[config.mk]
export PLATFORM = sky130hd
export DESIGN_NAME = serial_parity_deserializer
export DESIGN_NICKNAME = d
export VERILOG_FILES = /design/src/rtl/serial_parity_pkg.sv /design/src/rtl/serial_parity_deserializer.sv
export SDC_FILE = /design/constraint.sdc
export NUM_CORES = 1
export LEC_CHECK = 0
export ABC_AREA = 1
export BUFFER_PORTS_ARGS = -buffer_cell sky130_fd_sc_hd__buf_2
export CORE_MARGIN = 4
export CORE_UTILIZATION = 49
export CTS_CLUSTER_DIAMETER = 60
export CTS_CLUSTER_SIZE = 16
export DETAILED_ROUTE_END_ITERATION = 8
export PLACE_DENSITY = 0.7
export SYNTH_ARGS = -nofsm -noshare
export SYNTH_HDL_FRONTEND = slang
export SYNTH_SLANG_ARGS = --single-unit
[constraint.sdc]
create_clock -name clk -period 2.55 [get_ports clk]
set_input_delay 0.51 -clock clk [delete_from_list [all_inputs] [get_ports clk]]
set_output_delay 0.51 -clock clk [all_outputs]
set_load 0.01 [all_outputs]
[src/rtl/serial_parity_pkg.sv]
// Shared types and sizing helpers for the serial parity deserializer.
package serial_parity_pkg;

  // Frame phases: collecting data bits, awaiting parity bit, holding result.
  typedef enum logic [1:0] {
    COLLECT = 2'd0,
    PARITY  = 2'd1,
    HOLD    = 2'd2
  } state_t;

  // Bit counter width for a WIDTH-bit frame (never narrower than 1 bit).
  function automatic int unsigned cnt_width(input int unsigned width);
    return (width > 2) ? $clog2(width) : 1;
  endfunction

endpackage

[src/rtl/serial_parity_deserializer.sv]
// Serial-to-parallel deserializer with running parity check.
// Frame: WIDTH data bits LSB first, then one parity bit.
module serial_parity_deserializer
  import serial_parity_pkg::*;
#(
  parameter int unsigned WIDTH      = 8,
  parameter bit          ODD_PARITY = 1'b0
) (
  input  logic             clk,
  input  logic             rst_n,
  input  logic             sync_clr,
  input  logic             in_valid,
  output logic             in_ready,
  input  logic             in_bit,
  output logic             out_valid,
  input  logic             out_ready,
  output logic [WIDTH-1:0] out_data,
  output logic             parity_ok
);

  localparam int unsigned CW = cnt_width(WIDTH);

  state_t           state_q,     state_d;
  logic [CW-1:0]    bit_cnt_q,   bit_cnt_d;
  logic             acc_q,       acc_d;
  logic [WIDTH-1:0] shift_q,     shift_d;
  logic             out_valid_q, out_valid_d;
  logic [WIDTH-1:0] out_data_q,  out_data_d;
  logic             parity_ok_q, parity_ok_d;

  logic accept;

  assign in_ready  = (state_q != HOLD);
  assign accept    = in_valid && in_ready;
  assign out_valid = out_valid_q;
  assign out_data  = out_data_q;
  assign parity_ok = parity_ok_q;

  // Next-state and datapath update for the frame FSM.
  always_comb begin
    state_d     = state_q;
    bit_cnt_d   = bit_cnt_q;
    acc_d       = acc_q;
    shift_d     = shift_q;
    out_valid_d = out_valid_q;
    out_data_d  = out_data_q;
    parity_ok_d = parity_ok_q;

    case (state_q)
      COLLECT: begin
        if (sync_clr) begin
          bit_cnt_d = '0;
          acc_d     = 1'b0;
          shift_d   = '0;
        end else if (accept) begin
          shift_d[bit_cnt_q] = in_bit;
          acc_d              = acc_q ^ in_bit;
          bit_cnt_d          = bit_cnt_q + CW'(1);
          if (bit_cnt_q == CW'(WIDTH - 1)) begin
            state_d = PARITY;
          end
        end
      end

      PARITY: begin
        if (sync_clr) begin
          state_d   = COLLECT;
          bit_cnt_d = '0;
          acc_d     = 1'b0;
          shift_d   = '0;
        end else if (accept) begin
          out_data_d  = shift_q;
          parity_ok_d = ((acc_q ^ in_bit) == ODD_PARITY);
          out_valid_d = 1'b1;
          bit_cnt_d   = '0;
          acc_d       = 1'b0;
          state_d     = HOLD;
        end
      end

      HOLD: begin
        // sync_clr is ignored here so a completed word is never dropped.
        if (out_ready) begin
          out_valid_d = 1'b0;
          state_d     = COLLECT;
        end
      end

      default: begin
        state_d = COLLECT;
      end
    endcase
  end

  // State and datapath registers with asynchronous active-low reset.
  always_ff @(posedge clk or negedge rst_n) begin
    if (!rst_n) begin
      state_q     <= COLLECT;
      bit_cnt_q   <= '0;
      acc_q       <= 1'b0;
      shift_q     <= '0;
      out_valid_q <= 1'b0;
      out_data_q  <= '0;
      parity_ok_q <= 1'b0;
    end else begin
      state_q     <= state_d;
      bit_cnt_q   <= bit_cnt_d;
      acc_q       <= acc_d;
      shift_q     <= shift_d;
      out_valid_q <= out_valid_d;
      out_data_q  <= out_data_d;
      parity_ok_q <= parity_ok_d;
    end
  end

endmodule

==> run_results.csv <==
group,metric,value,unit
detailed_routing,wl_per_cell,11.36,µm
critical_path,critical_path.max_stage_delay,0.45,ns
critical_path,critical_path.top_delay_family,"flip-flops",
global_routing,first_global_vias,963,
power,p_leak,0.7397,nW
global_routing,grt.met1_usage,20.87,%
final_layout,flow.area_growth_from_synthesis,10.97,%
power,p_per_area,507.1,nW/µm²
sta,post-route-worst-setup-slack,0.9362,ns
critical_path,worstSetupEndpointType,"output pin",
synth,synth.cell_area,1164,µm²
critical_path,critical_path_peak_fanout,4,
placed_design,placed_cell_area,1255,µm²
detailed_routing,drtPass1Iterations,4,
clock_tree,tritoncts_buffer_count,3,
global_routing,grt_use_total,15.84,%
clock_tree,clockRootBuffer,"clkbuf_4",
global_routing,globalRouteMet3Util,2.759,%
synth,synth.ff_latch_count,24,
detailed_routing,drc_errors,0,
clock_tree,cts_htree_levels,1,
critical_path,cp_data_arrival_time,1.10,ns
detailed_routing,post_drt_via_cell_ratio,5.093,
synth,synth_area_leader_cell,"dfrtp_1",
synth,dominantRegCellSynth,"dfrtp_1",
final_layout,post_route_core_utilization,57.82,%
synth,post-synth-top-count-cell,"nand2_1",
power,ir_drop,0.0002995,V
synth,postSynthCellCount,149,
critical_path,cp.required,2.04,ns
placed_design,port-buffer-count,16,
global_routing,grt_pass1_wl,4.098,mm
floorplan,die_h,56.73,µm
floorplan,fp.dieW,56.73,µm
floorplan,rows,17,
clock_tree,cts_setup_buffers,0,
synth,synth.top_cell.area_share,51.61,%
final_layout,antenna_cells,0,
hold_path,hp-class,"input port to asynchronous set/reset pin",
detailed_routing,first_iter_violations,26,
synth,number_of_distinct_standard_cells_referenced_by_the_synthesized_netlist,19,
global_routing,antenna_found_initial,0,
clock_tree,cts_sinks,24,
critical_path,timing.critical_path.from_type,"register",
sta,fin_crit_sh,63.29,%
global_routing,grtUsageMet2,25.91,%
placed_design,finalWeightedCongestion,0.8544,
floorplan,floorplan.core_area,2233,µm²
synth,synth-seq-area-share,51.61,%
detailed_routing,wl,2.204,mm
clock_tree,post_cts_resize_count,0,
clock_tree,cts_tree,"done",
sta,finalSetupViolations,0,
critical_path,timing.critical_path.buf_inv,2,
global_routing,globalRoute.busiestLayer,"met2",
critical_path,critPathKind,"register to output pin",
clock_tree,post_cts_hold_buffer_count,0,
critical_path,cp_slowest_cell,"dfrtp_1",
global_routing,overflow,0,
detailed_routing,route.antenna.remaining_nets,0,
sta,rsz_0062_raised_after_global_routing,"no",
outcome,status,"complete, no violations",
sta,timing.final.hold_violations,0,
synth,synthesis.area_per_instance,7.810,µm²
floorplan,die_ar,3218,µm²
clock_tree,clock_latency,0.31,ns
clock_tree,register_clock_pin_slew_on_the_reported_worst_setup_and_hold_paths,0.13,ns
floorplan,initial_core_utilization,52.10,%
floorplan,io_pins,17,
sta,timing.final.max_slew_violations,0,
run,max-cap-violations,0,
final_layout,layout-drive-gt1-share,16.87,%
synth,postSynth.asyncResetShare,100.0,%
final_layout,finalNetCount,175,
clock_tree,clock_path_buffers,2,
sta,max_freq,0.6196,GHz
sta,final_period_minus_worst_setup_slack,1.614,ns
sta,tns,0,ns
synth,synthesis.yosys.warnings,0,
final_layout,stdcell_area,1291,µm²
synth,postSynthNetCount,157,
sta,tightestPinTransition,0.6663,ns
synth,number_of_flops_mapped_to_enable_cells_by_yosys,0,
global_routing,grt_start_max_net_pins,25,
critical_path,cp_cell_sequence,"inv_1 > nand2_1 > buf_2",
detailed_routing,route.vias.total,988,
synth,top_cells_by_area_in_the_synthesized_netlist,"dfrtp_1 (52%), nand2_1 (22%), nand3_1 (8.2%)",
placed_design,place_hpwl,1.627,mm
synth,synth.cells.most_frequent,"nand2_1 (67), dfrtp_1 (24), nand3_1 (19)",
placed_design,dpl_worst_slack,0.7993,ns
sta,clock-skew-final,0.003264,ns
sta,slew_headroom,55.42,%
-- power breakdown --
| part | internal (mW) | total (mW) | leakage, nW | switching (mW) |
|---|---|---|---|---|
| Clock | 0.0872 | 0.197 | 0.0210 | 0.110 |
| Sequential | 0.389 | 0.399 | 0.332 | 0.00918 |
| Combinational | 0.0180 | 0.0589 | 0.387 | 0.0409 |
-- state kept, by name (all words and copies together), names as in the netlist --
name	cells
acc_q	1
out_valid	1
bit_cnt_q	3
shift_q	8
out_data	8
parity_ok	1
state_q	2
-- cells by family (layout without fill, tap and decap cells) --
group	after synthesis	count (layout)	synth area share, %
buffers and inverters	13	30	5.485
AO/OA/AOI/OAI	8	8	3.979
AND/OR/NAND/NOR	101	101	36.02
XOR/XNOR	1	1	0.7528
adder cells (fa/ha/maj)	2	2	2.150
flip-flops	24	24	51.61
-- metrics by stage --
| step | total power [mW] | std cells | hold slack (ns) |
|---|---|---|---|
| 2_1_floorplan | 0.4433 | 149 | 0.2144 |
| 3_3_place_gp | 0.4635 | 190 | 0.4528 |
| 3_5_place_dp | 0.4651 | 190 | 0.4581 |
| 4_1_cts | 0.6647 | 194 | 0.1684 |
| 5_1_grt | 0.6944 | 194 | 0.1730 |
| 6_report | 0.6547 | 194 | 0.1574 |
-- cell usage in the layout (no fill, tap or decap), drive strengths merged --
master	synthesis	layout
xnor2	1	1
inv	10	10
nand3	20	20
ha	2	2
nor2	10	10
nand2	70	70
o21ai	6	6
buf	3	16
a21oi	1	1
dfrtp	24	24
nand4	1	1
clkbuf	0	4
o31ai	1	1
-- final timing paths --
check / start / end / slack (ns) / cells past startpoint
worst max-delay path: state_q[0] / in_ready / 0.94 / 3
worst min-delay path: rst_n / out_valid / 0.16 / 1
worst max register to register: bit_cnt_q[0] / bit_cnt_q[2] / 1.32 / 4
worst min register to register: shift_q[6] / shift_q[6] / 0.49 / 2
max in group asynchronous: rst_n / out_data[2] / 2.03 / 1
min in group clk: out_ready / state_q[1] / 0.37 / 2
-- layer usage --
metal  vias to the layer above  wire length [µm]
li1                        510                 -
met1                       458              1060
met2                        18              1034
met3                         2                92
met4                         0                17
met5                         -                 0
-- layout make-up --
cell class | instances | area [µm²]
clock buffers | 4 | 36.28
multi-input cells | 112 | 499.2
well taps | 28 | 35.03
flip-flops and latches | 24 | 600.6
repair buffers | 16 | 80.08
fillers | 206 | 942.2
inverters | 10 | 40.04
Power figures use the tool's default switching activity.
